`src/rtl/cacheline_mem_arbiter_pkg.sv`:
```
// Shared types and burst geometry for the cacheline memory arbiter and the caches.
// The geometry constants are localparams here so that both caches and the arbiter agree on line layout.
package cacheline_mem_arbiter_pkg;

  localparam int BEAT_W      = 64;
  localparam int BURST_BEATS = 4;
  localparam int LINE_W      = BEAT_W * BURST_BEATS;
  localparam int CNT_W       = $clog2(BURST_BEATS);

  typedef enum logic [2:0] {
    IDLE,
    RD_REQ,
    RD_DATA,
    WR_BURST,
    RESP
  } arb_state_t;

  typedef enum logic {
    ICACHE,
    DCACHE
  } arb_owner_t;

endpackage

```
`src/rtl/cacheline_mem_arbiter_line_burst_buffer.sv`:
```
// One cacheline register plus beat counter: whole-line load, per-beat fill, per-beat readout.
// The counter wraps to zero after the last beat; done flags the operation on that beat.
module line_burst_buffer
  import cacheline_mem_arbiter_pkg::*;
(
  input  logic              clk,
  input  logic              rst,
  input  logic              start,
  input  logic              load,
  input  logic [LINE_W-1:0] load_line,
  input  logic              beat_we,
  input  logic [BEAT_W-1:0] beat_in,
  input  logic              beat_adv,
  output logic [BEAT_W-1:0] beat_out,
  output logic [LINE_W-1:0] line,
  output logic              done
);

  logic [BURST_BEATS-1:0][BEAT_W-1:0] line_q;
  logic [CNT_W-1:0]                   cnt_q;
  logic                               last;

  assign last     = (cnt_q == CNT_W'(BURST_BEATS - 1));
  assign done     = last & (beat_we | beat_adv);
  assign beat_out = line_q[cnt_q];
  assign line     = line_q;

  always_ff @(posedge clk or negedge rst) begin
    if (!rst) begin
      line_q <= '0;
      cnt_q  <= '0;
    end else begin
      if (load) begin
        line_q <= load_line;
      end else if (beat_we) begin
        line_q[cnt_q] <= beat_in;
      end
      if (start) begin
        cnt_q <= '0;
      end else if (beat_we | beat_adv) begin
        cnt_q <= cnt_q + CNT_W'(1);
      end
    end
  end

endmodule

```
`src/rtl/cacheline_mem_arbiter.sv`:
```
// Shares one burst memory port between icache and dcache; one line transaction in flight at a time.
// CACHELINE_ARB_RR_EN selects round-robin arbitration on contention; otherwise dcache has fixed priority.
module cacheline_mem_arbiter
  import cacheline_mem_arbiter_pkg::*;
(
  input  logic              clk,
  input  logic              rst,
  input  logic [31:0]       i_addr,
  input  logic              i_read,
  output logic [LINE_W-1:0] i_rdata,
  output logic              i_resp,
  input  logic [31:0]       d_addr,
  input  logic              d_read,
  input  logic              d_write,
  input  logic [LINE_W-1:0] d_wdata,
  output logic [LINE_W-1:0] d_rdata,
  output logic              d_resp,
  output logic [31:0]       bmem_addr,
  output logic              bmem_read,
  output logic              bmem_write,
  output logic [BEAT_W-1:0] bmem_wdata,
  input  logic              bmem_ready,
  input  logic [31:0]       bmem_raddr,
  input  logic [BEAT_W-1:0] bmem_rdata,
  input  logic              bmem_rvalid
);

  arb_state_t        state_q, state_n;
  arb_owner_t        owner_q, win;
  logic [31:0]       addr_q, win_addr;
  logic              d_req, grant;
  logic              buf_start, buf_load, beat_we, beat_adv, done;
  logic [BEAT_W-1:0] beat_out;
  logic [LINE_W-1:0] line;

  assign d_req = d_read | d_write;

`ifdef CACHELINE_ARB_RR_EN
  arb_owner_t last_grant_q;

  always_comb begin
    win = d_req ? DCACHE : ICACHE;
    if (i_read && d_req) begin
      win = (last_grant_q == ICACHE) ? DCACHE : ICACHE;
    end
  end

  always_ff @(posedge clk or negedge rst) begin
    if (!rst) begin
      last_grant_q <= ICACHE;
    end else if (grant) begin
      last_grant_q <= win;
    end
  end
`else
  always_comb begin
    win = d_req ? DCACHE : ICACHE;
  end
`endif

  assign win_addr = (win == DCACHE) ? d_addr : i_addr;

  always_comb begin
    state_n   = state_q;
    grant     = 1'b0;
    buf_start = 1'b0;
    buf_load  = 1'b0;
    beat_we   = 1'b0;
    beat_adv  = 1'b0;
    case (state_q)
      IDLE: begin
        if (i_read || d_req) begin
          grant     = 1'b1;
          buf_start = 1'b1;
          // A simultaneous d_read is ignored when d_write is set.
          if (win == DCACHE && d_write) begin
            buf_load = 1'b1;
            state_n  = WR_BURST;
          end else begin
            state_n  = RD_REQ;
          end
        end
      end
      RD_REQ: begin
        if (bmem_ready) begin
          buf_start = 1'b1;
          state_n   = RD_DATA;
        end
      end
      RD_DATA: begin
        if (bmem_rvalid && bmem_raddr == addr_q) begin
          beat_we = 1'b1;
          if (done) state_n = RESP;
        end
      end
      WR_BURST: begin
        if (bmem_ready) begin
          beat_adv = 1'b1;
          if (done) state_n = RESP;
        end
      end
      RESP: begin
        state_n = IDLE;
      end
      default: begin
        state_n = IDLE;
      end
    endcase
  end

  always_ff @(posedge clk or negedge rst) begin
    if (!rst) begin
      state_q <= IDLE;
      owner_q <= ICACHE;
      addr_q  <= '0;
    end else begin
      state_q <= state_n;
      if (grant) begin
        owner_q <= win;
        addr_q  <= win_addr;
      end
    end
  end

  line_burst_buffer u_buf (
    .clk       (clk),
    .rst       (rst),
    .start     (buf_start),
    .load      (buf_load),
    .load_line (d_wdata),
    .beat_we   (beat_we),
    .beat_in   (bmem_rdata),
    .beat_adv  (beat_adv),
    .beat_out  (beat_out),
    .line      (line),
    .done      (done)
  );

  assign bmem_read  = (state_q == RD_REQ);
  assign bmem_write = (state_q == WR_BURST);
  assign bmem_addr  = (bmem_read || bmem_write) ? addr_q : '0;
  assign bmem_wdata = bmem_write ? beat_out : '0;
  assign i_resp     = (state_q == RESP) && (owner_q == ICACHE);
  assign d_resp     = (state_q == RESP) && (owner_q == DCACHE);
  assign i_rdata    = (owner_q == ICACHE) ? line : '0;
  assign d_rdata    = (owner_q == DCACHE) ? line : '0;

endmodule

```
`config.mk`:
```
export PLATFORM = sky130hd
export DESIGN_NAME = cacheline_mem_arbiter
export DESIGN_NICKNAME = d
export VERILOG_FILES = /design/src/rtl/cacheline_mem_arbiter_pkg.sv /design/src/rtl/cacheline_mem_arbiter_line_burst_buffer.sv /design/src/rtl/cacheline_mem_arbiter.sv
export SDC_FILE = /design/constraint.sdc
export NUM_CORES = 1
export LEC_CHECK = 0
export ABC_AREA = 1
export BUFFER_PORTS_ARGS = -buffer_cell sky130_fd_sc_hd__clkbuf_2
export CAP_MARGIN = 20
export CORE_AREA = 2 2 409 411
export DETAILED_ROUTE_END_ITERATION = 10
export DIE_AREA = 0 0 411 413
export PLACE_DENSITY_LB_ADDON = 0.05
export SLEW_MARGIN = 30
export SYNTH_ARGS = -nofsm -noshare
export SYNTH_HDL_FRONTEND = slang
export SYNTH_SLANG_ARGS = --single-unit
```
`constraint.sdc`:
```
create_clock -name clk -period 2.25 [get_ports clk]
set_input_delay 0.225 -clock clk [delete_from_list [all_inputs] [get_ports clk]]
set_output_delay 0.225 -clock clk [all_outputs]
set_load 0.01 [all_outputs]
```
## After elaboration in Yosys (flattened, before gate mapping)

Index checks and enable logic that the tools add are counted.

- Add/sub/neg operators: 1
- $lt $le $gt $ge: 2
- Eq/ne operators: 10
- Multiplexer cells: 32
- Bitwise operators: 4
- Reductions and logical operators: 11

Operators by type and width:

| cell | number |
|---|---|
| 2-to-1 mux 256 bit | 4 |
| bitwise mux 256 bit | 1 |
| 2-to-1 mux 64 bit | 3 |
| binary-select mux 64 bit (select 2 bit) | 1 |
| demux 64 bit (select 2 bit) | 1 |
| 2-to-1 mux 32 bit | 2 |
| == test 32 bit | 1 |
| 2-to-1 mux 3 bit | 5 |
| case mux 3 bit (4 select lines) | 1 |
| 2-to-1 mux 1 bit | 10 |
| == test 3 x 2 -> 1 bit (second input constant) | 2 |
| 2-to-1 mux 2 bit | 3 |
| logical AND 1 bit | 5 |
| != test 2 x 1 -> 1 bit (second input constant) | 2 |
| != test 2 bit (second input constant) | 2 |
| AND reduction 4 bit | 1 |
| nonzero test 2 bit | 2 |
| == test 3 x 1 -> 1 bit (second input constant) | 1 |
| == test 3 bit (second input constant) | 1 |
| logical NOT 3 bit | 1 |
| < comparator 2 x 3 -> 1 bit (second input constant) | 1 |
| adder 2 x 1 -> 2 bit (second input constant) | 1 |
| == test 2 bit (second input constant) | 1 |
| >= comparator 2 x 1 -> 1 bit (second input constant) | 1 |
| 5 further kinds | 7 |

- Flip-flop bits (word level): 294
- Input port bits: 423

## Logic depth before layout (Yosys ltp)

- Depth after elaboration: 9
- Mapped depth: 16

## By module

Synthesis repeated with hierarchy kept, for this count alone.

- Cells, all modules: 3,967
- Area, all modules: 23,020.8 µm²

By module, submodules not included:

| module | times used | cells an instance | area each (µm²) | sequential area each (µm²) |
|---|---|---|---|---|
| line_burst_buffer | 1 | 2,300 | 15,576.2 | 6,456.2 |
| cacheline_mem_arbiter | 1 | 1,667 | 7,444.6 | 900.9 |

## Worst setup path before layout

OpenSTA, ideal clock, no wires.

- Path kind: reg-to-reg
- Start: reg u_buf.cnt_q[0]
- End: reg u_buf.line_q, in the netlist u_buf.line[10]
- Library setup time: 0.083 ns
- Arrival time: 2.109 ns
- Path slack: 0.058 ns
- Cell stages (with the launch flop): 11
- Buffers on the path: 4
- Period minus slack after synthesis: 2.192 ns
- Cell sequence: dfrtp_1 -> inv_1 -> clkbuf_1 -> clkbuf_1 -> ha_1 -> clkbuf_1 -> clkbuf_1 -> nand2_1 -> o21ai_0 -> nand2_1 -> o21ai_0

- Word-level cells in the longest chain between the ends: 7
- Elaborated cells between the ends (all ways): 8
- Classes of those cells: order compare (2); mux (5); reduce/logical (1)

Ends and longest elaborated chain:

| what | RTL line | RTL |
|---|---|---|
| start, declared | cacheline_mem_arbiter_line_burst_buffer.sv:20 | `logic [CNT_W-1:0] cnt_q;` |
| start signal, assigned | cacheline_mem_arbiter_line_burst_buffer.sv:41 | `cnt_q <= cnt_q + CNT_W'(1);` |
| < comparator 2 x 3 -> 1 bit (implied by the code) / >= comparator 2 x 1 -> 1 bit (equally long branches) | cacheline_mem_arbiter_line_burst_buffer.sv:36 | `line_q[cnt_q] <= beat_in;` |
| logical AND 1 bit (implied by the code) | cacheline_mem_arbiter_line_burst_buffer.sv:36 |  |
| 2-to-1 mux 64 bit (implied by the code) | cacheline_mem_arbiter_line_burst_buffer.sv:36 |  |
| demux 64 bit (select 2 bit) * | n/a |  |
| bitwise mux 256 bit * | cacheline_mem_arbiter_line_burst_buffer.sv:36 |  |
| 2-to-1 mux 256 bit * | cacheline_mem_arbiter_line_burst_buffer.sv:35 | `end else if (beat_we) begin` |
| 2-to-1 mux 256 bit * | cacheline_mem_arbiter_line_burst_buffer.sv:33 | `if (load) begin` |
| end signal, assigned | cacheline_mem_arbiter_line_burst_buffer.sv:34 | `line_q <= load_line;` |
| end signal, assigned by index | cacheline_mem_arbiter_line_burst_buffer.sv:36 |  |
| end, declared | cacheline_mem_arbiter_line_burst_buffer.sv:19 | `logic [BURST_BEATS-1:0][BEAT_W-1:0] line_q;` |

Mark *: on every way between the ends. The rest lies on a longest branch, timed or not. The select of a mux whose other input is x is not followed.
A chain may end at the register's enable or synchronous reset.

## Worst setup path after layout

- Start: reg u_buf.cnt_q[0]
- End: out bmem_wdata[55]

- Word-level cells in the longest chain between the ends: 3

Ends and longest elaborated chain:

| what | RTL line | RTL |
|---|---|---|
| binary-select mux 64 bit (select 2 bit) | cacheline_mem_arbiter_line_burst_buffer.sv:25 | `assign beat_out = line_q[cnt_q];` |
| 2-to-1 mux 64 bit (implied by the code) | cacheline_mem_arbiter_line_burst_buffer.sv:25 |  |
| 2-to-1 mux 64 bit | cacheline_mem_arbiter.sv:142 | `assign bmem_wdata = bmem_write ? beat_out : '0;` |
| end, declared | cacheline_mem_arbiter.sv:21 | `output logic [BEAT_W-1:0] bmem_wdata,` |

Every way passes these cells. The select of a mux whose other input is x is not followed.

==> reports/summary.txt <==
#FFs+latches synth -> 294
worst flop-to-flop path startpoint -> u_buf.cnt_q[0]
Avg Cell Area, Syn -> 5.91 um2
slew margin rel. -> 0.437
global-route wire length before repair -> 235000 um
Routability Congestion -> 0.813
initial core utilization -> 0.127
crit-path max FO -> 15
largest net degree at the start of global routing -> 66
Bufs and invs on worst path -> 4
Final Hold Vio Count -> 0
core region area -> 166000 um2
endpoint class of the critical path -> output pin
via/cell ratio -> 3.99
Gate Count Post-Synth -> 3559
Worst-Margin Slew -> 0.845 ns
RSZ-0062 raised after global routing -> true
Net Switching -> 0.0275 W
outcome -> complete, but fails checks
buffers added on ports -> 1034
die area -> 170000 um2
Die X -> 411 um
worst hold slack -> 0.0281 ns
iteration count of the initial detailed-routing pass -> 5
Worst EP arrival -> 2.27 ns
Syn Nets -> 3986
Sw Share -> 0.507
pre-CTS WS -> -0.167 ns
1st-iter DRT viols -> 1599
total track usage -> 0.196
nets@finish -> 5479
slowest stage delay, CP -> 0.54 ns
max-cap viol count -> 0
Pint -> 0.0267 W
cell area after synthesis -> 21000 um2
Setup CP Type -> flop to output pin
half-perimeter wire length after detailed placement -> 128000 um
most common cell after layout, fill and taps aside -> nand2_1
Final ANT Viol Nets -> 0
nature of the critical path startpoint -> flop
Final Max Tran Viols -> 0
Clock Sinks -> 294
layout cells sized above 1 -> 0.377
clock share of power -> 0.144
Pleak -> 20.6 nW
Final Util -> 0.250
cell mode on critical path -> a21oi_1
clock root buffer master -> clkbuf_16
Unique masters post-synth -> 24
final setup fails -> 256
Comb pwr share -> 0.681
final critical-path required period -> 2.50 ns
critical path, cell by cell -> buf_12 > buf_16 > a21oi_1 > o21ai_0 > a21oi_1 > buf_4 > clkbuf_2
CTS tree -> yes
Synth-to-Final Area Change -> 96.8%
Worst Skew -> 0.0355 ns
failing checks -> setup timing
I/O pins -> 1035
hold_sp -> d_wdata[55]
# rows -> 150
Clock Pin Slew Worst Setup and Hold Paths -> 0.06 ns
GR Overflow Total -> 0
Seq pwr share -> 0.175
VDD IR-drop max -> 0.573 mV
clock buffer count from CTS -> 50
Worst-Skew Late Latency -> 0.63 ns
Seq/Total Area, Yosys -> 0.350
most frequent cells in the layout -> nand2_1, clkbuf_2, inv_1
critical path required time -> 2.03 ns
initial antenna violation count -> 11
setup ws final -> -0.248 ns
CP top delay family -> buffers and inverters
routed wire length -> 185000 um
Routed WL per cell -> 25.4 um
number of global-route vias before repair -> 28900
H-tree levels -> 2
Vias -> 29100
DRC Markers -> 0
Final Cycle Share -> 1.11
Power Dens Cells -> 1310 nW/um2
Hold Crit Class -> primary input to flop
CP startpoint -> u_buf.cnt_q[0]
CTS max path bufs -> 3
fmax -> 400 MHz
Filler cells -> 18900
die span in y -> 413 um
YS warnings -> 0
CP max-delay cell -> dfrtp_4
cell usage after synthesis, drive strengths merged:
cell type | instances | share of area
nor3 | 2 | 0.00048
dfrtp | 294 | 0.35
clkinv | 2 | 0.00036
nand2 | 1178 | 0.21
or2 | 1 | 0.00030
o21ai | 646 | 0.15
buf | 92 | 0.025
clkbuf | 169 | 0.030
a21oi | 194 | 0.046
xnor2 | 8 | 0.0033
nand3 | 5 | 0.0014
ha | 4 | 0.0024
a31oi | 32 | 0.0095
o21bai | 1 | 0.00036
nand4 | 1 | 0.00030
nor2 | 351 | 0.063
inv | 578 | 0.10
o31ai | 1 | 0.00036
through the flow:
step,power [W],TNS [ns],std cells,area (um2)
floorplan,0.0206,0,3559,21000
global placement,0.0347,-11.05,6719,30000
detailed placement,0.0345,-8.68,6719,30000
CTS,0.0479,-67.39,7186,36800
global route,0.0575,-49.77,7291,41400
finish,0.0541,-19.18,7294,41400
repair_timing:
item / 4_1_cts / 5_1_grt
gates resized for setup: 283 / 1122
buffers inserted: 38 / 65
hold buffers: 319 / 2
pin swaps: 47 / 111
endpoints found under the hold margin: 304 / 2
setup endpoints to repair: 596 / 741
gates cloned: 25 / 47
worst paths after layout:
check / end / slack [ns] / depth (start not counted)
min in group asynchronous: u_buf.line[95] / 0.10 / 2
hold reg to reg: addr_q[21] / 0.55 / 2
setup reg to reg: u_buf.line[181] / 0.02 / 10
max in group asynchronous: u_buf.line[111] / 1.20 / 3
hold / removal: u_buf.line[55] / 0.03 / 5
setup / recovery: bmem_wdata[55] / -0.25 / 7
power by group through the flow:
stage | sequential, W | combinational, W | clock [W]
after detailed placement | 0.00921 | 0.0253 | 0
after global routing | 0.00975 | 0.0395 | 0.00828
after floorplan | 0.00846 | 0.0121 | 0
after global placement | 0.00926 | 0.0255 | 0
final | 0.00945 | 0.0369 | 0.00781
after CTS | 0.00921 | 0.0305 | 0.00814
worst min-delay path, stage by stage:
cell	delay, ns
clkbuf_2	0.08
nand2_1	0.05
o21ai_1	0.12
nand2_1	0.09
o21ai_1	0.05
flip-flops by register name (all words and copies together) (netlist names):
name and flops:
u_buf.cnt_q 2, owner_q 1, addr_q 32, state_q 3, u_buf.line 256
logic make-up after synthesis:
kind of cell,count (synthesis),share of synthesized area
flip-flops,294,0.350
AO/OA/AOI/OAI,874,0.210
buffers and inverters,841,0.159
XOR/XNOR,8,0.00333
AND/OR/NAND/NOR,1538,0.276
adder cells (fa/ha/maj),4,0.00238
layout make-up:
| cell class | count | area (um2) | share of cell area |
|---|---|---|---|
| clock buffer | 81 | 1480 | 0.0357 |
| multi-input combinational | 2424 | 12600 | 0.305 |
| clock inverter | 5 | 56.3 | 0.00136 |
| tap | 2204 | 2760 | 0.0666 |
| inverter | 580 | 2260 | 0.0545 |
| sequential | 294 | 7370 | 0.178 |
| timing repair buffer | 1702 | 14800 | 0.358 |
| antenna | 4 | 10.0 | 0.000242 |
per-layer routing:
metal  wire length, um  track usage  vias up
li1                  -            -    13900
met1             80400        0.251    14100
met2             91800        0.347      919
met3              8180       0.0255      160
met4              4840       0.0471        2
met5                 7            0        -
No activity file was read; power rests on OpenSTA's default activity.
